[src/rtl/branch_stage2_if.sv]
// Writeback handshake between the branch resolve stage and the register file.
// The resolve stage is the master: it raises wbValid with LR/CTR data until wbAck.
interface branch_stage2_if #(
    parameter int addressWidth = 64
);
    logic                    wbValid;
    logic                    linkRegWrite;
    logic [addressWidth-1:0] linkRegVal;
    logic                    countRegWrite;
    logic [addressWidth-1:0] countRegVal;
    logic                    wbAck;

    modport master (
        output wbValid, linkRegWrite, linkRegVal, countRegWrite, countRegVal,
        input  wbAck
    );

    modport slave (
        input  wbValid, linkRegWrite, linkRegVal, countRegWrite, countRegVal,
        output wbAck
    );
endinterface

[src/rtl/branch_stage2.sv]
// Branch resolve stage: evaluates CTR/CR conditions, issues the fetch redirect
// and holds an LR/CTR writeback request until the register file acknowledges it.
module branch_stage2 #(
    parameter int addressWidth = 64,
    parameter int instrBytes   = 4
) (
    input  logic                    clock_i,
    input  logic                    reset_i,
    input  logic                    stall_i,
    input  logic                    enable_i,
    input  logic                    isConditional_i,
    input  logic                    isBcctr_i,
    input  logic [0:4]              BO_i,
    input  logic [5:0]              BI_i,
    input  logic [1:0]              BH_i,
    input  logic [32:63]            conditionRegVal_i,
    input  logic                    LK_i,
    input  logic                    is64Bit_i,
    input  logic [addressWidth-1:0] CIA_i,
    input  logic [addressWidth-1:0] branchOffset_i,
    input  logic [addressWidth-1:0] currentCountReg_i,
    input  logic [addressWidth-1:0] currentCountRegMinusOne_i,
    branch_stage2_if.master         wb,
    output logic                    redirectValid_o,
    output logic                    branchTaken_o,
    output logic [addressWidth-1:0] nextInstrAddr_o,
    output logic [1:0]              BH_o,
    output logic                    stall_o,
    output logic                    illegal_o
);
    typedef enum logic {IDLE, WAIT_WB} state_t;

    state_t                  state_q, state_d;
    logic                    redirect_q, redirect_d;
    logic                    taken_q, taken_d;
    logic [addressWidth-1:0] nia_q, nia_d;
    logic [1:0]              bh_q, bh_d;
    logic                    wb_valid_q, wb_valid_d;
    logic                    lr_write_q, lr_write_d;
    logic [addressWidth-1:0] lr_val_q, lr_val_d;
    logic                    ctr_write_q, ctr_write_d;
    logic [addressWidth-1:0] ctr_val_q, ctr_val_d;
    logic                    illegal_q, illegal_d;

    logic                    accept;
    logic                    ctr_dec, ctr_zero, ctr_ok, cond_ok, taken, is_illegal, ctr_write;
    logic                    cr_bit;
    logic [31:0]             cr_le;
    logic [addressWidth-1:0] fall_through, nia_raw, nia_mode, lr_mode;

    // The CTR value itself is never needed: CTR-1 carries both the zero test and the new value.
    logic unused_inputs;
    assign unused_inputs = ^{currentCountReg_i, BO_i[4]};

    always_comb begin
        accept       = enable_i & ~stall_i & (state_q == IDLE);
        cr_le        = conditionRegVal_i;
        cr_bit       = BI_i[5] & cr_le[5'd31 - BI_i[4:0]];
        ctr_dec      = ~BO_i[2];
        ctr_zero     = is64Bit_i ? (currentCountRegMinusOne_i == '0)
                                 : (currentCountRegMinusOne_i[31:0] == 32'd0);
        ctr_ok       = isBcctr_i | BO_i[2] | (ctr_zero ^ ~BO_i[3]);
        cond_ok      = BO_i[0] | (cr_bit == BO_i[1]);
        taken        = ~isConditional_i | (ctr_ok & cond_ok);
        is_illegal   = isBcctr_i & ~BO_i[2];
        ctr_write    = ctr_dec & ~isBcctr_i;
        fall_through = CIA_i + addressWidth'(instrBytes);
        nia_raw      = taken ? branchOffset_i : fall_through;
        nia_mode     = is64Bit_i ? nia_raw
                                 : {{(addressWidth-32){1'b0}}, nia_raw[31:0]};
        lr_mode      = is64Bit_i ? fall_through
                                 : {{(addressWidth-32){1'b0}}, fall_through[31:0]};
    end

    always_comb begin
        state_d     = state_q;
        redirect_d  = 1'b0;
        illegal_d   = 1'b0;
        taken_d     = taken_q;
        nia_d       = nia_q;
        bh_d        = bh_q;
        wb_valid_d  = wb_valid_q;
        lr_write_d  = lr_write_q;
        lr_val_d    = lr_val_q;
        ctr_write_d = ctr_write_q;
        ctr_val_d   = ctr_val_q;
        case (state_q)
            IDLE: begin
                if (accept) begin
                    bh_d = BH_i;
                    if (is_illegal) begin
                        illegal_d = 1'b1;
                    end else begin
                        redirect_d = 1'b1;
                        taken_d    = taken;
                        nia_d      = nia_mode;
                        if (LK_i | ctr_write) begin
                            state_d     = WAIT_WB;
                            wb_valid_d  = 1'b1;
                            lr_write_d  = LK_i;
                            lr_val_d    = lr_mode;
                            ctr_write_d = ctr_write;
                            ctr_val_d   = currentCountRegMinusOne_i;
                        end
                    end
                end
            end
            WAIT_WB: begin
                // Ack completes regardless of stall_i; the request values stay put.
                if (wb.wbAck) begin
                    state_d     = IDLE;
                    wb_valid_d  = 1'b0;
                    lr_write_d  = 1'b0;
                    ctr_write_d = 1'b0;
                end
            end
            default: state_d = IDLE;
        endcase
    end

    always_ff @(posedge clock_i) begin
        if (reset_i) begin
            state_q     <= IDLE;
            redirect_q  <= 1'b0;
            taken_q     <= 1'b0;
            nia_q       <= '0;
            bh_q        <= '0;
            wb_valid_q  <= 1'b0;
            lr_write_q  <= 1'b0;
            lr_val_q    <= '0;
            ctr_write_q <= 1'b0;
            ctr_val_q   <= '0;
            illegal_q   <= 1'b0;
        end else begin
            state_q     <= state_d;
            redirect_q  <= redirect_d;
            taken_q     <= taken_d;
            nia_q       <= nia_d;
            bh_q        <= bh_d;
            wb_valid_q  <= wb_valid_d;
            lr_write_q  <= lr_write_d;
            lr_val_q    <= lr_val_d;
            ctr_write_q <= ctr_write_d;
            ctr_val_q   <= ctr_val_d;
            illegal_q   <= illegal_d;
        end
    end

    assign redirectValid_o  = redirect_q;
    assign branchTaken_o    = taken_q;
    assign nextInstrAddr_o  = nia_q;
    assign BH_o             = bh_q;
    assign illegal_o        = illegal_q;
    assign stall_o          = (state_q == WAIT_WB);
    assign wb.wbValid       = wb_valid_q;
    assign wb.linkRegWrite  = lr_write_q;
    assign wb.linkRegVal    = lr_val_q;
    assign wb.countRegWrite = ctr_write_q;
    assign wb.countRegVal   = ctr_val_q;
endmodule

[src/flat_wrapper.sv]
// flat-port wrapper written by rule: the top's interface ports become plain ports
module branch_stage2_flat 
#(
    parameter int addressWidth = 64,
    parameter int instrBytes   = 4
)
  (clock_i, reset_i, stall_i, enable_i, isConditional_i, isBcctr_i, BO_i, BI_i, BH_i, conditionRegVal_i, LK_i, is64Bit_i, CIA_i, branchOffset_i, currentCountReg_i, currentCountRegMinusOne_i, redirectValid_o, branchTaken_o, nextInstrAddr_o, BH_o, stall_o, illegal_o, wb_wbValid, wb_linkRegWrite, wb_linkRegVal, wb_countRegWrite, wb_countRegVal, wb_wbAck);
  branch_stage2_if #(.addressWidth(addressWidth)) wb_i ();
  input  logic clock_i;
  input  logic reset_i;
  input  logic stall_i;
  input  logic enable_i;
  input  logic isConditional_i;
  input  logic isBcctr_i;
  input  logic [0:4] BO_i;
  input  logic [5:0] BI_i;
  input  logic [1:0] BH_i;
  input  logic [32:63] conditionRegVal_i;
  input  logic LK_i;
  input  logic is64Bit_i;
  input  logic [addressWidth-1:0] CIA_i;
  input  logic [addressWidth-1:0] branchOffset_i;
  input  logic [addressWidth-1:0] currentCountReg_i;
  input  logic [addressWidth-1:0] currentCountRegMinusOne_i;
  output logic redirectValid_o;
  output logic branchTaken_o;
  output logic [addressWidth-1:0] nextInstrAddr_o;
  output logic [1:0] BH_o;
  output logic stall_o;
  output logic illegal_o;
  output wire logic [$bits(wb_i.wbValid)-1:0] wb_wbValid;
  output wire logic [$bits(wb_i.linkRegWrite)-1:0] wb_linkRegWrite;
  output wire logic [$bits(wb_i.linkRegVal)-1:0] wb_linkRegVal;
  output wire logic [$bits(wb_i.countRegWrite)-1:0] wb_countRegWrite;
  output wire logic [$bits(wb_i.countRegVal)-1:0] wb_countRegVal;
  input wire logic [$bits(wb_i.wbAck)-1:0] wb_wbAck;
  assign wb_wbValid = wb_i.wbValid;
  assign wb_linkRegWrite = wb_i.linkRegWrite;
  assign wb_linkRegVal = wb_i.linkRegVal;
  assign wb_countRegWrite = wb_i.countRegWrite;
  assign wb_countRegVal = wb_i.countRegVal;
  assign wb_i.wbAck = wb_wbAck;
  branch_stage2 #(.addressWidth(addressWidth), .instrBytes(instrBytes)) u_core (.clock_i(clock_i), .reset_i(reset_i), .stall_i(stall_i), .enable_i(enable_i), .isConditional_i(isConditional_i), .isBcctr_i(isBcctr_i), .BO_i(BO_i), .BI_i(BI_i), .BH_i(BH_i), .conditionRegVal_i(conditionRegVal_i), .LK_i(LK_i), .is64Bit_i(is64Bit_i), .CIA_i(CIA_i), .branchOffset_i(branchOffset_i), .currentCountReg_i(currentCountReg_i), .currentCountRegMinusOne_i(currentCountRegMinusOne_i), .wb(wb_i), .redirectValid_o(redirectValid_o), .branchTaken_o(branchTaken_o), .nextInstrAddr_o(nextInstrAddr_o), .BH_o(BH_o), .stall_o(stall_o), .illegal_o(illegal_o));
endmodule
[config.mk]
export PLATFORM = sky130hd
export DESIGN_NAME = branch_stage2_flat
export DESIGN_NICKNAME = d
export VERILOG_FILES = /design/src/rtl/branch_stage2_if.sv /design/src/rtl/branch_stage2.sv /design/src/flat_wrapper.sv
export SDC_FILE = /design/constraint.sdc
export NUM_CORES = 1
export LEC_CHECK = 0
export ABC_AREA = 0
export ABC_CLOCK_PERIOD_IN_PS = 2300
export BUFFER_PORTS_ARGS = -buffer_cell sky130_fd_sc_hd__buf_2
export CORE_AREA = 3 3 197 199
export CTS_BUF_LIST = sky130_fd_sc_hd__clkbuf_8
export DETAILED_ROUTE_END_ITERATION = 8
export DIE_AREA = 0 0 200 202
export RECOVER_POWER = 25
export SLEW_MARGIN = 10
export SYNTH_ARGS = -nofsm -noshare
export SYNTH_HDL_FRONTEND = slang
export SYNTH_SLANG_ARGS = --single-unit
[constraint.sdc]
create_clock -name clock_i -period 2.3 [get_ports clock_i]
set_clock_uncertainty 0.1 [all_clocks]
set_input_delay 0.46 -clock clock_i [delete_from_list [all_inputs] [get_ports clock_i]]
set_output_delay 0.46 -clock clock_i [all_outputs]
set_load 0.02 [all_outputs]
# == After elaboration in Yosys (flattened, before gate mapping) ==
# Cells that the tools add are included.
# totals
output_inout_bits,201
inputBits,310
word_cells,72
ff_bits,201
# classes
addsub,2
eq_ne,5
magnitude_cmp,1
reduce_logical,7
n_mux,26
bitwise,20
# ops
cell,count
$mux 64,3
$add 64x3->64 const B,1
$logic_not 64->1,1
$logic_not 32->1,1
$mux 1,18
$not 1->1,8
$pmux 1 s2,4
$reduce_and 4->1,2
$and 1x1->1,6
$lt 5x6->1 const B,1
$ne 2x2->1 const B,3
$bmux 1 s5,1
$or 1x1->1,5
$sub 5x5->5 const A,1
$reduce_and 3->1,1
$reduce_or 3->1,1
$ne 2x1->1 const B,1
$reduce_and 2->1,1
$eq 1x1->1,1
$xor 1x1->1,1

# == Logic depth before layout (Yosys ltp) ==
# depth
word_depth,10
depth_mapped,10
depth_no_buf,8

# == Worst setup path before layout ==
# Ideal clock, no wire load.
# synth_timing
kind,input -> register
start,input BI_i[1]
end,"register u_core.nia_q[10], in the netlist u_core.nextInstrAddr_o[10]"
t_arrival_ns,2.318
setup_slack_ns,-0.247
path_stages,10
setup_time_ns,0.129
path_cell_list,buf_6 -> mux4_2 -> mux2_2 -> o221ai_2 -> nand3_1 -> and3_1 -> buf_2 -> nand2_2 -> buf_4 -> o211ai_1
# synth_via
elab_chain_cells,10
# synth_rtl
element,line,source
start: declaration,flat_wrapper.sv:16,input logic [5:0] BI_i;
$sub 5x5->5,branch_stage2.sv:58,cr_bit = BI_i[5] & cr_le[5'd31 - BI_i[4:0]];
$bmux 1 s5,branch_stage2.sv:58,
$mux 1 (not written as such),branch_stage2.sv:58,
$and 1x1->1,branch_stage2.sv:58,
$eq 1x1->1,branch_stage2.sv:63,cond_ok = BO_i[0] | (cr_bit == BO_i[1]);
$or 1x1->1,branch_stage2.sv:63,
$and 1x1->1,branch_stage2.sv:64,taken = ~isConditional_i | (ctr_ok & cond_ok);
$or 1x1->1,branch_stage2.sv:64,
$mux 64,branch_stage2.sv:68,nia_raw = taken ? branchOffset_i : fall_through;
$mux 64,branch_stage2.sv:69,nia_mode = is64Bit_i ? nia_raw
end signal: assignment,branch_stage2.sv:138,nia_q <= nia_d;
end: declaration,branch_stage2.sv:36,"logic [addressWidth-1:0] nia_q, nia_d;"
# Every way passes these cells. The select of a mux whose other input is x is not followed.
# A chain may end at the register's enable or synchronous reset.

# == Worst setup path after layout ==
# layout_timing
start,input currentCountRegMinusOne_i[50]
end,"register u_core.nia_q[18], in the netlist u_core.nextInstrAddr_o[18]"
# layout_via
elab_chain_cells,8
# layout_rtl
element,line,source
start: declaration,flat_wrapper.sv:24,input logic [addressWidth-1:0] currentCountRegMinusOne_i;
$logic_not 64->1,branch_stage2.sv:60,ctr_zero = is64Bit_i ? (currentCountRegMinusOne_i == '0)
$mux 1,branch_stage2.sv:60,
$xor 1x1->1,branch_stage2.sv:62,ctr_ok = isBcctr_i | BO_i[2] | (ctr_zero ^ ~BO_i[3]);
$or 1x1->1,branch_stage2.sv:62,
$and 1x1->1,branch_stage2.sv:64,
$or 1x1->1,branch_stage2.sv:64,
$mux 64,branch_stage2.sv:68,
$mux 64,branch_stage2.sv:69,
# Every way passes these cells.

==> metrics.txt <==
outcome finished, final reports clean; Final Max Tran Viols 0; critical path capture point u_core.nextInstrAddr_o[18]; worst r2r path cells 7; post-synthesis cell area about 9700 sq um; max_cap viols 0; RSZ-0062 raised after global routing true; CP required 2.63 ns; CTS tree yes; WHS between 0.05 and 0.06 ns; number of port buffers 445; Synth Net Count 1500; Detailed Place HPWL between 30 and 40 mm; cell count after synthesis between 1000 and 1500; reg-to-reg setup timing slack 0.26 ns; total track usage 20.06%; proportion of synthesized chip area in sequential cells about two fifths; r2r startpoint u_core.stall_o; vias per inst 4.895; crit path time final approximately 2.3 ns; Initial Util between 20% and 30%; area share of the largest cell type after synthesis around two fifths; die extent in x around 200 microns; Overflow after GRT 0; synthesized area per cell approximately 8.2 sq um; post-synth cell types roughly 60; crit path from currentCountRegMinusOne_i[50]; Post-synth EDFFs 0; Worst-path clk slew about 0.060 ns; Post-Layout Cell Count approximately 2300; Peak Freq ~0.44 GHz; drt pass-1 iters 5; multi-input logic area 5638 sq um; fraction of registers with async set/reset 0%; FF+latch count, synth 201; Area Overhead vs Synth 53.42%; final worst-path cycle share 99.14%; Routed Antenna Nets 0; Crit Path Class input pin to flop; ys flop type dfxtp_1; share of layout cells above drive strength 1 38.81%; Setup crit start kind input pin; vias in the first global route approximately 11000; Worst VDD drop between 0.3 and 0.4 mV; Clock Root Buffer clkbuf_8; Total Wirelength ~44 mm; # setup viols final 0; Num CTS Buffers 39; FILL cells 3846; largest net degree at the start of global routing 157; RR Endpoint u_core.wb.linkRegVal[63]; Final Hold Vio Count 0; WL/cell between 15 and 20 microns; register area ~4000 sq um; crit path max fanout 20; DR DRC count 0; leak pwr between 6 and 7 nW; Sum Neg Setup Slack 0 ns; H-tree levels 2; RD Place Congestion 0.9498; hold crit path type input pin to flop; relative slew slack ~37%; die height about 200 microns; Core Region roughly 37000 sq um; Critical Path Sink Type flop; Clock Latency Late Sink 0.56 ns; arrival time at the worst endpoint roughly 2.6 ns; die area slightly above 40000 sq um; deepest clock path buffer count 3; initial antenna violation count 6; row count between 70 and 80; Starting DRT DRC Count ~640; worst-margin pin slew around 0.94 ns; global-route wire length before repair 62.66 mm; Synth top cells by count dfxtp_1, nand2_1, nor2_1; CTS sink cnt 201; Net count, final a little over 2000; Cells after DPL 2199; # IOs between 500 and 600; via count between 10000 and 15000; top cell type by total area after synthesis dfxtp_1; yosys warns 0; cell area power density between 600 and 700 nW/um^2; largest cells by area after synthesis dfxtp_1, nand2_1, a21oi_1
## metal layers
metal	part of all wire [%]	up-vias	global-route usage, %
met5	0.11	-	0
met4	2.8	8	6.157
met3	8.4	86	5.951
met2	47	459	32.67
met1	42	5302	25.55
li1	-	5369	-
## power breakdown
part	switching, mW	internal [mW]
Combinational	1.00	0.714
Sequential	0.0800	3.63
Clock	1.63	2.01
## critical path: stages
cell and delay (ns):
buf_6 0.10, nor4_4 0.31, nand4_1 0.26, o21a_1 0.27
o2111ai_2 0.24, buf_4 0.19, nand3_4 0.16, buf_8 0.21
o21ai_1 0.27, o211ai_1 0.13
## registers in the layout, summed over array words and instances (netlist names)
name / flops
u_core.BH_o: 2
u_core.branchTaken_o: 1
u_core.illegal_o: 1
u_core.nextInstrAddr_o: 64
u_core.redirectValid_o: 1
u_core.stall_o: 1
u_core.wb.countRegVal: 64
u_core.wb.countRegWrite: 1
u_core.wb.linkRegVal: 64
u_core.wb.linkRegWrite: 1
u_core.wb.wbValid: 1
## worst min path at each step
| stage | from | slack [ns] | cells after the start | end |
|---|---|---|---|---|
| after floorplan | u_core.nextInstrAddr_o[55] | 0.42 | 2 | u_core.nextInstrAddr_o[55] |
| after global placement | u_core.nextInstrAddr_o[50] | 0.33 | 2 | u_core.nextInstrAddr_o[50] |
| after detailed placement | u_core.nextInstrAddr_o[51] | 0.33 | 2 | u_core.nextInstrAddr_o[51] |
| after CTS | currentCountRegMinusOne_i[51] | 0.0005 | 3 | u_core.wb.countRegVal[51] |
| after global routing | currentCountRegMinusOne_i[42] | 0.02 | 3 | u_core.wb.countRegVal[42] |
| final | currentCountRegMinusOne_i[50] | 0.05 | 3 | u_core.wb.countRegVal[50] |
## cells by family (layout without fill, tap and decap cells)
kind of cell / Yosys count / count (layout) / share of synthesized area [%]
AO/OA/AOI/OAI: 272 / 272 / 18.12
other: 0 / 4 / 0
buffers and inverters: 113 / 699 / 5.527
multiplexers: 11 / 11 / 2.172
flip-flops: 201 / 201 / 41.34
AND/OR/NAND/NOR: 532 / 535 / 27.17
adder cells (fa/ha/maj): 1 / 1 / 0.1285
XOR/XNOR: 59 / 59 / 5.540
## metrics by stage
stage | utilization (%) | worst slack (ns) | instance area, sq um | power (mW)
2_1_floorplan | - | -0.1529 | 9905 | 4.568
3_3_place_gp | 36.38 | -1.007 | 13610 | 5.368
3_5_place_dp | 36.38 | -1.009 | 13610 | 5.386
4_1_cts | 39.06 | 0.01822 | 14610 | 9.107
5_1_grt | 39.92 | -0.06375 | 14930 | 9.491
6_report | 39.93 | 0.01984 | 14930 | 9.071
## layout make-up
class | count | area share (%)
multi-input cells | 878 | 37.75
flip-flops and latches | 201 | 26.94
diodes | 4 | 0.06702
well taps | 511 | 4.281
repair buffers | 624 | 25.56
inverters | 11 | 0.2765
clock buffers | 49 | 4.516
clock inverters | 15 | 0.6032
## cells in the final DEF, fill, tap and decap left out, types with 7 or more instances in the layout
cell and instances:
a211oi_1 31, buf_6 8, o21ai_1 13, a21oi_2 29
dfxtp_1 201, buf_4 141, inv_1 18, mux4_2 8
nand3_2 8, o21ai_0 17, xnor2_1 29, nor3_1 40
buf_2 354, nand3_1 21, clkbuf_1 83, a22oi_1 31
o31ai_1 22, nand4_1 17, nand2_1 200, nor4_1 18
clkbuf_8 49, o211ai_1 21, nor2_1 106, nand3b_1 49
nor3b_1 10, dlygate4sd3_1 16, buf_12 14, o31ai_2 10
a21oi_1 73, xor2_1 27, and4_1 9, and3_1 7
## what timing repair did
item | 4_1_cts | 5_1_grt
gates resized for setup | 16 | 50
setup endpoints to repair | 65 | 64
pin swaps | 0 | 12
setup buffers | 1 | 3
endpoints found under the hold margin | 15 | 1
hold buffers | 15 | 1
gates cloned | 1 | 7
Power figures use the tool's default switching activity.
